### config.mk
export PLATFORM = sky130hd
export DESIGN_NAME = alu_share_ctrl
export DESIGN_NICKNAME = d
export VERILOG_FILES = /design/src/rtl/alu_share_ctrl.sv
export SDC_FILE = /design/constraint.sdc
export NUM_CORES = 1
export LEC_CHECK = 0
export ABC_AREA = 1
export BUFFER_PORTS_ARGS = -buffer_cell sky130_fd_sc_hd__buf_2
export CAP_MARGIN = 10
export CORE_ASPECT_RATIO = 1.4
export CORE_MARGIN = 1.5
export CORE_UTILIZATION = 40
export DETAILED_ROUTE_END_ITERATION = 8
export PLACE_DENSITY_LB_ADDON = 0.3
export SETUP_SLACK_MARGIN = 0.15
export SLEW_MARGIN = 5
export SYNTH_ARGS = -nofsm -noshare
export SYNTH_HDL_FRONTEND = slang
export SYNTH_SLANG_ARGS = --single-unit
### constraint.sdc
create_clock -name clk -period 3.3 [get_ports clk]
set_input_delay 0.165 -clock clk [delete_from_list [all_inputs] [get_ports clk]]
set_output_delay 0.165 -clock clk [all_outputs]
set_load 0.02 [all_outputs]
### src/rtl/alu_share_ctrl.sv
// Shares one combinational 8-bit ALU between two requesters with round-robin grant.
// Latency: accept at edge T, result captured at T+1, response valid from cycle T+2.
// Backpressure: response held in RESP until owner's rsp_ready; no requests accepted meanwhile.
module alu_share_ctrl (
    input  logic       clk,
    input  logic       rst,
    input  logic       req0_valid,
    output logic       req0_ready,
    input  logic [2:0] req0_opcode,
    input  logic [7:0] req0_a,
    input  logic [7:0] req0_b,
    input  logic       req1_valid,
    output logic       req1_ready,
    input  logic [2:0] req1_opcode,
    input  logic [7:0] req1_a,
    input  logic [7:0] req1_b,
    output logic       rsp0_valid,
    input  logic       rsp0_ready,
    output logic       rsp1_valid,
    input  logic       rsp1_ready,
    output logic [7:0] rsp_data,
    output logic [4:0] rsp_flags,
    output logic [2:0] alu_opcode,
    output logic [7:0] alu_a,
    output logic [7:0] alu_b,
    input  logic [7:0] alu_out,
    input  logic       alu_sign,
    input  logic       alu_zero,
    input  logic       alu_carry,
    input  logic       alu_parity,
    input  logic       alu_overflow,
    output logic       busy
);

    typedef enum logic [1:0] {
        IDLE = 2'd0,
        EXEC = 2'd1,
        RESP = 2'd2
    } state_t;

    state_t     state_q, state_d;
    logic       prio_q, prio_d;
    logic       owner_q, owner_d;
    logic [2:0] alu_opcode_q, alu_opcode_d;
    logic [7:0] alu_a_q, alu_a_d;
    logic [7:0] alu_b_q, alu_b_d;
    logic [7:0] rsp_data_q, rsp_data_d;
    logic [4:0] rsp_flags_q, rsp_flags_d;

    logic       grant;
    logic       grant_vld;

    // Round-robin pick: a lone requester wins, a tie goes to the priority pointer.
    always_comb begin
        grant     = 1'b0;
        grant_vld = req0_valid | req1_valid;
        if (req0_valid && req1_valid) begin
            grant = prio_q;
        end else if (req1_valid) begin
            grant = 1'b1;
        end
    end

    // Next-state, register loads and handshake outputs for the IDLE/EXEC/RESP sequence.
    always_comb begin
        state_d      = state_q;
        prio_d       = prio_q;
        owner_d      = owner_q;
        alu_opcode_d = alu_opcode_q;
        alu_a_d      = alu_a_q;
        alu_b_d      = alu_b_q;
        rsp_data_d   = rsp_data_q;
        rsp_flags_d  = rsp_flags_q;
        req0_ready   = 1'b0;
        req1_ready   = 1'b0;
        rsp0_valid   = 1'b0;
        rsp1_valid   = 1'b0;

        case (state_q)
            IDLE: begin
                // Readies are combinational, so keep them low while reset is held.
                req0_ready = !rst && req0_valid && !grant;
                req1_ready = !rst && req1_valid && grant;
                if (grant_vld) begin
                    state_d      = EXEC;
                    owner_d      = grant;
                    alu_opcode_d = grant ? req1_opcode : req0_opcode;
                    alu_a_d      = grant ? req1_a      : req0_a;
                    alu_b_d      = grant ? req1_b      : req0_b;
                end
            end
            EXEC: begin
                rsp_data_d  = alu_out;
                rsp_flags_d = {alu_overflow, alu_parity, alu_carry, alu_zero, alu_sign};
                state_d     = RESP;
            end
            RESP: begin
                rsp0_valid = !owner_q;
                rsp1_valid = owner_q;
                if (owner_q ? rsp1_ready : rsp0_ready) begin
                    prio_d  = ~owner_q;
                    state_d = IDLE;
                end
            end
            default: begin
                state_d = IDLE;
            end
        endcase
    end

    // State and datapath registers; reset discards any operation in flight.
    always_ff @(posedge clk or posedge rst) begin
        if (rst) begin
            state_q      <= IDLE;
            prio_q       <= 1'b0;
            owner_q      <= 1'b0;
            alu_opcode_q <= 3'd0;
            alu_a_q      <= 8'd0;
            alu_b_q      <= 8'd0;
            rsp_data_q   <= 8'd0;
            rsp_flags_q  <= 5'd0;
        end else begin
            state_q      <= state_d;
            prio_q       <= prio_d;
            owner_q      <= owner_d;
            alu_opcode_q <= alu_opcode_d;
            alu_a_q      <= alu_a_d;
            alu_b_q      <= alu_b_d;
            rsp_data_q   <= rsp_data_d;
            rsp_flags_q  <= rsp_flags_d;
        end
    end

    assign alu_opcode = alu_opcode_q;
    assign alu_a      = alu_a_q;
    assign alu_b      = alu_b_q;
    assign rsp_data   = rsp_data_q;
    assign rsp_flags  = rsp_flags_q;
    assign busy       = (state_q != IDLE);

endmodule

Yosys cells after proc, flatten, opt, wreduce, memory -nomap -nowiden
Cells that the tools add are included.
{"block": "word_totals", "regBits": 36, "wordCells": 40, "inputBits": 57}
{"block": "classes", "n_mux": 13, "n_reduce_logical": 13, "bitwise": 2, "n_eq_ne": 4}
{"cell": "$mux 8", "n": 2}
{"cell": "$mux 1", "n": 7}
{"cell": "$pmux 2 s3", "n": 1}
{"cell": "$reduce_and 2->1", "n": 3}
{"cell": "$logic_and 1x1->1", "n": 5}
{"cell": "$mux 2", "n": 2}
{"cell": "$ne 2x2->1 const B", "n": 2}
{"cell": "$logic_not 1->1", "n": 3}
{"cell": "$mux 3", "n": 1}
{"cell": "$eq 2x1->1 const B", "n": 1}
{"cell": "$eq 2x2->1 const B", "n": 1}
{"cell": "$logic_not 2->1", "n": 1}
{"cell": "$reduce_bool 2->1", "n": 1}
{"cell": "$not 1->1", "n": 1}
{"cell": "$or 1x1->1", "n": 1}

Longest topological paths before layout
Gate-level depths: netlist (run 1).
{"block": "logic_depth", "ltp_word": 5, "ltp_mapped": 8, "mapped_depth_nobuf": 6}

Worst setup path after synthesis (run 1)
No wires, ideal clock.
{"block": "synth_timing", "path_type": "input to output", "startpoint": "input port rst", "endpoint": "output port req0_ready", "required_ns": 3.135, "path_buffers": 0, "t_arrival_ns": 1.469, "stages": 3, "setup_slack_ns": 1.666, "cell_sequence": "inv_1 -> nand3_1 -> nor2_1"}
{"block": "synth_between", "elab_chain_cells": 4}
{"item": "start: declaration", "line": "6", "rtl": "input logic rst,"}
{"item": "$logic_not 1->1 (no source line)"}
{"item": "$logic_and 1x1->1 (2 in series)", "line": "82", "rtl": "req0_ready = !rst && req0_valid && !grant;"}
{"item": "$mux 1", "line": "79", "rtl": "case (state_q)"}
{"item": "end: declaration", "line": "8", "rtl": "output logic req0_ready,"}
No other way between the ends.

Worst setup path in the final report (run 1)
{"block": "layout_timing", "startpoint": "register prio_q", "endpoint": "output port req0_ready"}
{"block": "layout_between", "elab_chain_cells": 4}
{"item": "start: declaration", "line": "42", "rtl": "logic prio_q, prio_d;"}
{"item": "start signal: assignment", "line": "124", "rtl": "prio_q <= prio_d;"}
{"item": "$mux 1", "line": "57", "rtl": "if (req0_valid && req1_valid) begin"}
{"item": "$logic_not 1->1", "line": "82"}
{"item": "$logic_and 1x1->1", "line": "82"}
{"item": "$mux 1", "line": "79"}
No other way between the ends.

==> results by group, run 1 <==
Status
  • Outcome: finished, final reports clean

Yosys
  • Seq cells post-synth: 36
  • Cells after Synth: about 250
  • Post-Syn Nets: slightly above 300
  • Synthesis Warnings: 0
  • Distinct cells, synth: 14
  • Average size of a mapped cell: 7.432 um2
  • Seq/Total Area, Yosys: 0.4829
  • Post-Syn Area: 0.001866 mm2

Floorplanning
  • Chip height: 83.81 um
  • Ports: 94
  • Initial Util: 0.4146
  • Die W: between 60 and 70 um
  • Area of the die: 0.005088 mm2
  • Core Rows: 29
  • Core area: 0.004499 mm2

CTS
  • Clk_lat worst skew: a little under 0.3 ns
  • CTS root buffer: clkbuf_8
  • CTS buffer count: 5
  • H-tree levels: 2
  • Clock buffer depth: 2
  • Clock Sinks: 36
  • Post_cts resized: 0
  • Clk pin slew, worst setup/hold paths: ~0.070 ns
  • Setup bufs post-CTS: 0
  • CTS tree: built

Finish
  • Area growth, synth to finish: 29.98%
  • Number of diodes: 0
  • Final core occ: 0.5389
  • Fin nets: ~400
  • Layout cells sized above 1: 0.3176
  • Reg area: around 900 um2
  • Fillers: 505
  • Multi-input gate area: between 600 and 700 um2
  • Final non-filler cell total: around 400

Place
  • Inst Count DP: around 390
  • PortBufs: 93
  • Routability cong.: 0.7344
  • Final HPWL DP: about 3.2 mm

Worst setup path
  • Crit path capture type: output pin
  • RR Startpoint: prio_q
  • Crit path launch type: flip-flop
  • Critical path class: reg -> out
  • Worst setup path end: req0_ready
  • CP startpoint: prio_q
  • Highest net fanout along the worst path: 22
  • Worst EP required: 3.13 ns
  • R2r setup slk: about 1.4 ns
  • Reg2reg end: alu_a[3]
  • Worst R2R Path Depth: 6
  • Critical Path AT: 2.18 ns

Timing
  • Final Setup Violations: 0
  • Final worst-path cycle share: 0.7107
  • Final Hold Vio Count: 0
  • Minimum clock period: 2.345 ns
  • RSZ-0062 raised after global routing: no
  • Final Skew: 0.003638 ns
  • Relative slew slack: 0.5393
  • Max-slew violations: 0
  • Final setup TNS: 0 ns
  • Worst slew pin tran: 0.6893 ns
  • FMAX: 426.4 MHz

Detailed routing
  • Residual DRC: 0
  • Initial detailed-routing violation count: 76
  • DR vias/cell: between 4 and 5
  • Routed len/inst: 10.81 um
  • ANT nets after route: 0
  • First-pass detailed-route iteration total: 4
  • Routed vias: about 1800
  • WL final: 4.347 mm

Power and ir drop
  • P per Cell Area: between 900 and 1000 mW/mm2
  • Leakage: 0.001523 uW
  • Worst VDD drop: 0.3821 mV
  • Total chip power: 2265 uW

Min path
  • Worst Hold Class: in -> reg
  • Hold path cells: 3

Global route
  • First-pass GRT wire length: around 7.2 mm
  • Gr usage total: 0.1815
  • Number of global-route vias before repair: 1706
  • Largest net degree at the start of global routing: 38
  • Initial antenna violation count: 0
  • Global route total overflow: 0

Job
  • Maxcap violations: 0
[timing repair]
item,4_1_cts,5_1_grt
endpoints found under the hold margin,36,0
hold buffers,1,0
endpoints found under the setup margin,0,0
[cell usage after synthesis]
| library cell | count | area, um2 |
|---|---|---|
| nand2_4 | 1 | 11.26 |
| o21ai_1 | 3 | 15.01 |
| inv_4 | 1 | 6.260 |
| nor2_8 | 1 | 20.02 |
| buf_6 | 6 | 67.56 |
| nor2_2 | 1 | 6.260 |
| buf_4 | 2 | 15.01 |
| nor2_1 | 5 | 18.77 |
| dfrtp_1 | 36 | 900.9 |
| inv_2 | 2 | 7.510 |
| inv_1 | 42 | 157.7 |
| nand3_1 | 52 | 260.3 |
| nand2_1 | 93 | 349.1 |
| buf_2 | 6 | 30.03 |
[state kept, by name, summed over array words and instances (netlist names)]
register,cells
state_q,2
alu_b,8
rsp_flags,5
prio_q,1
alu_opcode,3
owner_q,1
rsp_data,8
alu_a,8
[stage by stage]
stage	cell area [um2]	setup slack, ns	hold WS (ns)
3_5_place_dp	2303	1.235	0.2954
2_1_floorplan	1866	1.666	0.3097
3_3_place_gp	2303	1.285	0.2972
5_1_grt	2425	0.7713	0.1074
4_1_cts	2425	0.9190	0.1044
6_report	2425	0.9545	0.1109
[per-layer routing]
metal	routed length (um)	global-route usage
met2	2222	0.3245
met5	0	0
met4	77	0.06522
met1	1756	0.1964
met3	290	0.04651
[power by group]
group          switching, uW  leakage [uW]  internal [uW]
registers                143      0.000440            663
logic                    727       0.00103            347
clock network            162     0.0000541            223
total                   1030       0.00152           1230
[area by class of cell]
type | count | area share
Clock inverter | 3 | 0.01754
Multi-Input combinational cell | 156 | 0.2807
Clock buffer | 5 | 0.02838
Inverter | 45 | 0.07069
Sequential cell | 36 | 0.3715
Timing Repair Buffer | 95 | 0.1992
Tap cell | 62 | 0.03199
[how the worst min path moves through the flow]
stage	start	end	slack [ns]
CTS	alu_parity	rsp_flags[3]	0.10
floorplan	alu_out[7]	rsp_data[7]	0.31
global placement	rst	rsp_flags[1]	0.30
finish	alu_out[6]	rsp_data[6]	0.11
detailed placement	rst	rsp_flags[1]	0.30
global route	alu_out[6]	rsp_data[6]	0.11
[logic make-up (layout without fill, tap and decap cells)]
kind of cell / count (synthesis) / in the layout / share of synthesized area
flip-flops: 36 / 36 / 0.4829
buffers and inverters: 59 / 148 / 0.1522
AO/OA/AOI/OAI: 3 / 3 / 0.008046
AND/OR/NAND/NOR: 153 / 153 / 0.3568
[layout by cell type (no fill, tap or decap)]
cell type      instances
nand2_1               93
buf_2                 93
nand3_1               52
inv_1                 42
dfrtp_1               36
nor2_1                 5
clkbuf_8               5
o21ai_1                3
inv_2                  2
nor2_2                 1
inv_4                  1
nand2_4                1
nor2_8                 1
clkinvlp_4             1
clkinv_2               1
bufinv_16              1
dlygate4sd3_1          1
buf_4                  1
[critical path: stages, from the launching register on]
cell and delay (ns):
dfrtp_1 0.38, inv_1 0.05, nand2_1 0.35, nand2_1 0.69, nand2_1 0.13, nor2_1 0.11
buf_2 0.17
No activity file was read; power rests on OpenSTA's default activity.
==> run 2: changes to the inputs <==
clock period = 2.1 ns   (was 3.3 ns; I/O delays follow)
==> run 2 against run 1 <==
Effect of this change: first-iteration DRC count up 110%; sequential share of layout area down 0.57 points; sequential power up 53%; clock-buffer cell count up 2; setup slack worse by 0.36 ns; cell area up 1.5%; clock power up 69%; largest power group unchanged.
==> results by group, run 2 (synthesis gave the netlist of run 1 again) <==
Status
  • Outcome: finished, final reports clean

Floorplanning
  • Core area: 0.004499 mm2 (unchanged)
  • Chip height: 83.81 um (unchanged)
  • Area of the die: 0.005088 mm2 (unchanged)
  • Die W: 60.72 um (unchanged)
  • Ports: 94 (unchanged)
  • Core Rows: 29 (unchanged)
  • Initial Util: 0.4146 (unchanged)

Detailed routing
  • First-pass detailed-route iteration total: 4 (unchanged)
  • WL final: 4.362 mm (+0.35%)
  • Routed vias: 1791 (-1.2%)
  • ANT nets after route: 0 (unchanged)
  • Residual DRC: 0 (unchanged)
  • Initial detailed-routing violation count: 156 (+110%)
  • DR vias/cell: 4.422 (-1.9%)
  • Routed len/inst: 10.77 um (-0.40%)

Power and ir drop
  • P per Cell Area: 1475 mW/mm2 (+58%)
  • Leakage: 0.001547 uW (+1.6%)
  • Worst VDD drop: 0.5146 mV (+35%)

Global route
  • Global route total overflow: 0 (unchanged)
  • Gr usage total: 0.1870 (+0.005462)
  • Largest net degree at the start of global routing: 37 (-2.6%)
  • Initial antenna violation count: 0 (unchanged)
  • First-pass GRT wire length: 7.300 mm (+2.0%)
  • Number of global-route vias before repair: 1716 (+0.59%)

Place
  • PortBufs: 93 (unchanged)
  • Dpl cell area: 0.002326 mm2 (+0.98%)
  • Routability cong.: 0.7891 (+7.4%)
  • Inst Count DP: 396 (+0.76%)
  • Final HPWL DP: 3.218 mm (-0.55%)

Worst setup path
  • Worst EP required: 2.27 ns (-0.86 ns)
  • CP max stage delay: 0.37 ns (-0.32 ns)
  • Highest net fanout along the worst path: 21 (-4.5%)
  • Critical path class: reg -> reg
  • Crit path capture type: flip-flop
  • Worst path slowest cell: dfrtp_1
  • Critical Path AT: 1.67 ns (-0.51 ns)
  • Worst path top cell family by delay: simple AND/OR/NAND/NOR gates
  • Crit path launch type: flip-flop
  • Critical path, cell by cell: inv_2 -> nand2_4 -> nor2_8 -> inv_2 -> nand2_1 -> nand2_1
  • Worst Path Buf+Inv: 2 (unchanged)

CTS
  • CTS tree: built
  • Setup bufs post-CTS: 0 (unchanged)
  • Clock Sinks: 36 (unchanged)
  • Clk_lat worst skew: 0.28 ns (about the same)
  • CTS buffer count: 5 (unchanged)
  • Clk pin slew, worst setup/hold paths: 0.07 ns (about the same)
  • H-tree levels: 2 (unchanged)
  • CTS root buffer: clkbuf_8
  • Post_cts resized: 0 (unchanged)
  • Clock buffer depth: 2 (unchanged)

Finish
  • Layout cells sized above 1: 0.3236 (+0.005968)
  • Fin nets: 399 (+0.76%)
  • Reg area: 900.9 um2 (unchanged)
  • Most frequent cells in the layout: 93 x nand2_1, 93 x buf_2, 52 x nand3_1, 42 x inv_1, 36 x dfrtp_1
  • Finished Cell Area: 0.002462 mm2 (+1.5%)
  • Multi-input gate area: 680.7 um2 (unchanged)
  • Area growth, synth to finish: 31.99%
  • Final non-filler cell total: 405 (+0.75%)
  • Final core occ: 0.5473 (+0.008343)
  • Fillers: 489 (-3.2%)
  • Number of diodes: 0 (unchanged)

Timing
  • Final worst-path cycle share: 0.7161
  • Relative slew slack: 0.7074 (+0.1680)
  • Final Skew: 0.003704 ns (+0.00006623 ns)
  • Max-slew violations: 0 (unchanged)
  • Minimum clock period: ~1.5 ns
  • Final Setup Violations: 0 (unchanged)
  • Final setup TNS: 0 ns (unchanged)
  • RSZ-0062 raised after global routing: no
  • Worst slew pin tran: 0.4389 ns (-0.2504 ns)
  • FMAX: 665.0 MHz
  • Final Hold Vio Count: 0 (unchanged)

Min path
  • Worst Hold Class: in -> reg

Job
  • Maxcap violations: 0 (unchanged)
[run 2: routing by layer]
layer,share of wire,global-route usage
met1,0.43,0.2211
met2,0.48,0.3177
met3,0.074,0.04651
met4,0.014,0.06522
met5,0,0
[run 2: path summary, 6_finish.rpt]
path                              startpoint           end  slack [ns]  depth (start not counted)
max in group asynchronous                rst      alu_a[4]        1.26                          4
worst min register to register  rsp_flags[2]  rsp_flags[2]        0.47                          2
min in group asynchronous                rst  rsp_flags[1]        0.53                          4
worst min-delay path              alu_out[7]   rsp_data[7]        0.05                          3
worst max-delay path              state_q[1]      alu_a[3]        0.60                          6
worst max register to register    state_q[1]      alu_a[3]        0.60                          6
[run 2: power by group]
group,switching [uW],total (uW),leakage [uW],internal [uW]
clock network,233,652,0.0000645,419
logic,1180,1750,0.00104,567
registers,190,1230,0.000440,1040
total,1600,3630,0.00155,2030
[run 2: per-stage QoR]
step | hold slack (ns) | setup WS [ns] | total power, uW
6_report | 0.05121 | 0.5962 | 3632
5_1_grt | 0.07075 | 0.4695 | 3944
4_1_cts | 0.04372 | 0.5990 | 3678
3_5_place_dp | 0.3063 | 0.6116 | 3011
3_3_place_gp | 0.3092 | 0.6616 | 2968
2_1_floorplan | 0.2497 | 0.5864 | 2544
[run 2: worst register-to-register path, stage by stage, from the launching register on]
cell	delay [ns]
dfrtp_1	0.37
inv_2	0.23
nand2_4	0.12
nor2_8	0.27
inv_2	0.23
nand2_1	0.12
nand2_1	0.06
[run 2: final cells by class]
type                       count  area share
timing repair buffer          98      0.2053
clock buffer                   7     0.03913
inverter                      45     0.06961
tap                           62     0.03150
sequential                    36      0.3659
clock inverter                 1     0.01220
multi-input combinational    156      0.2764
[run 2: what timing repair did]
action,4_1_cts,5_1_grt
hold buffers,1,0
hold endpoints to repair,13,0
endpoints found under the setup margin,0,0
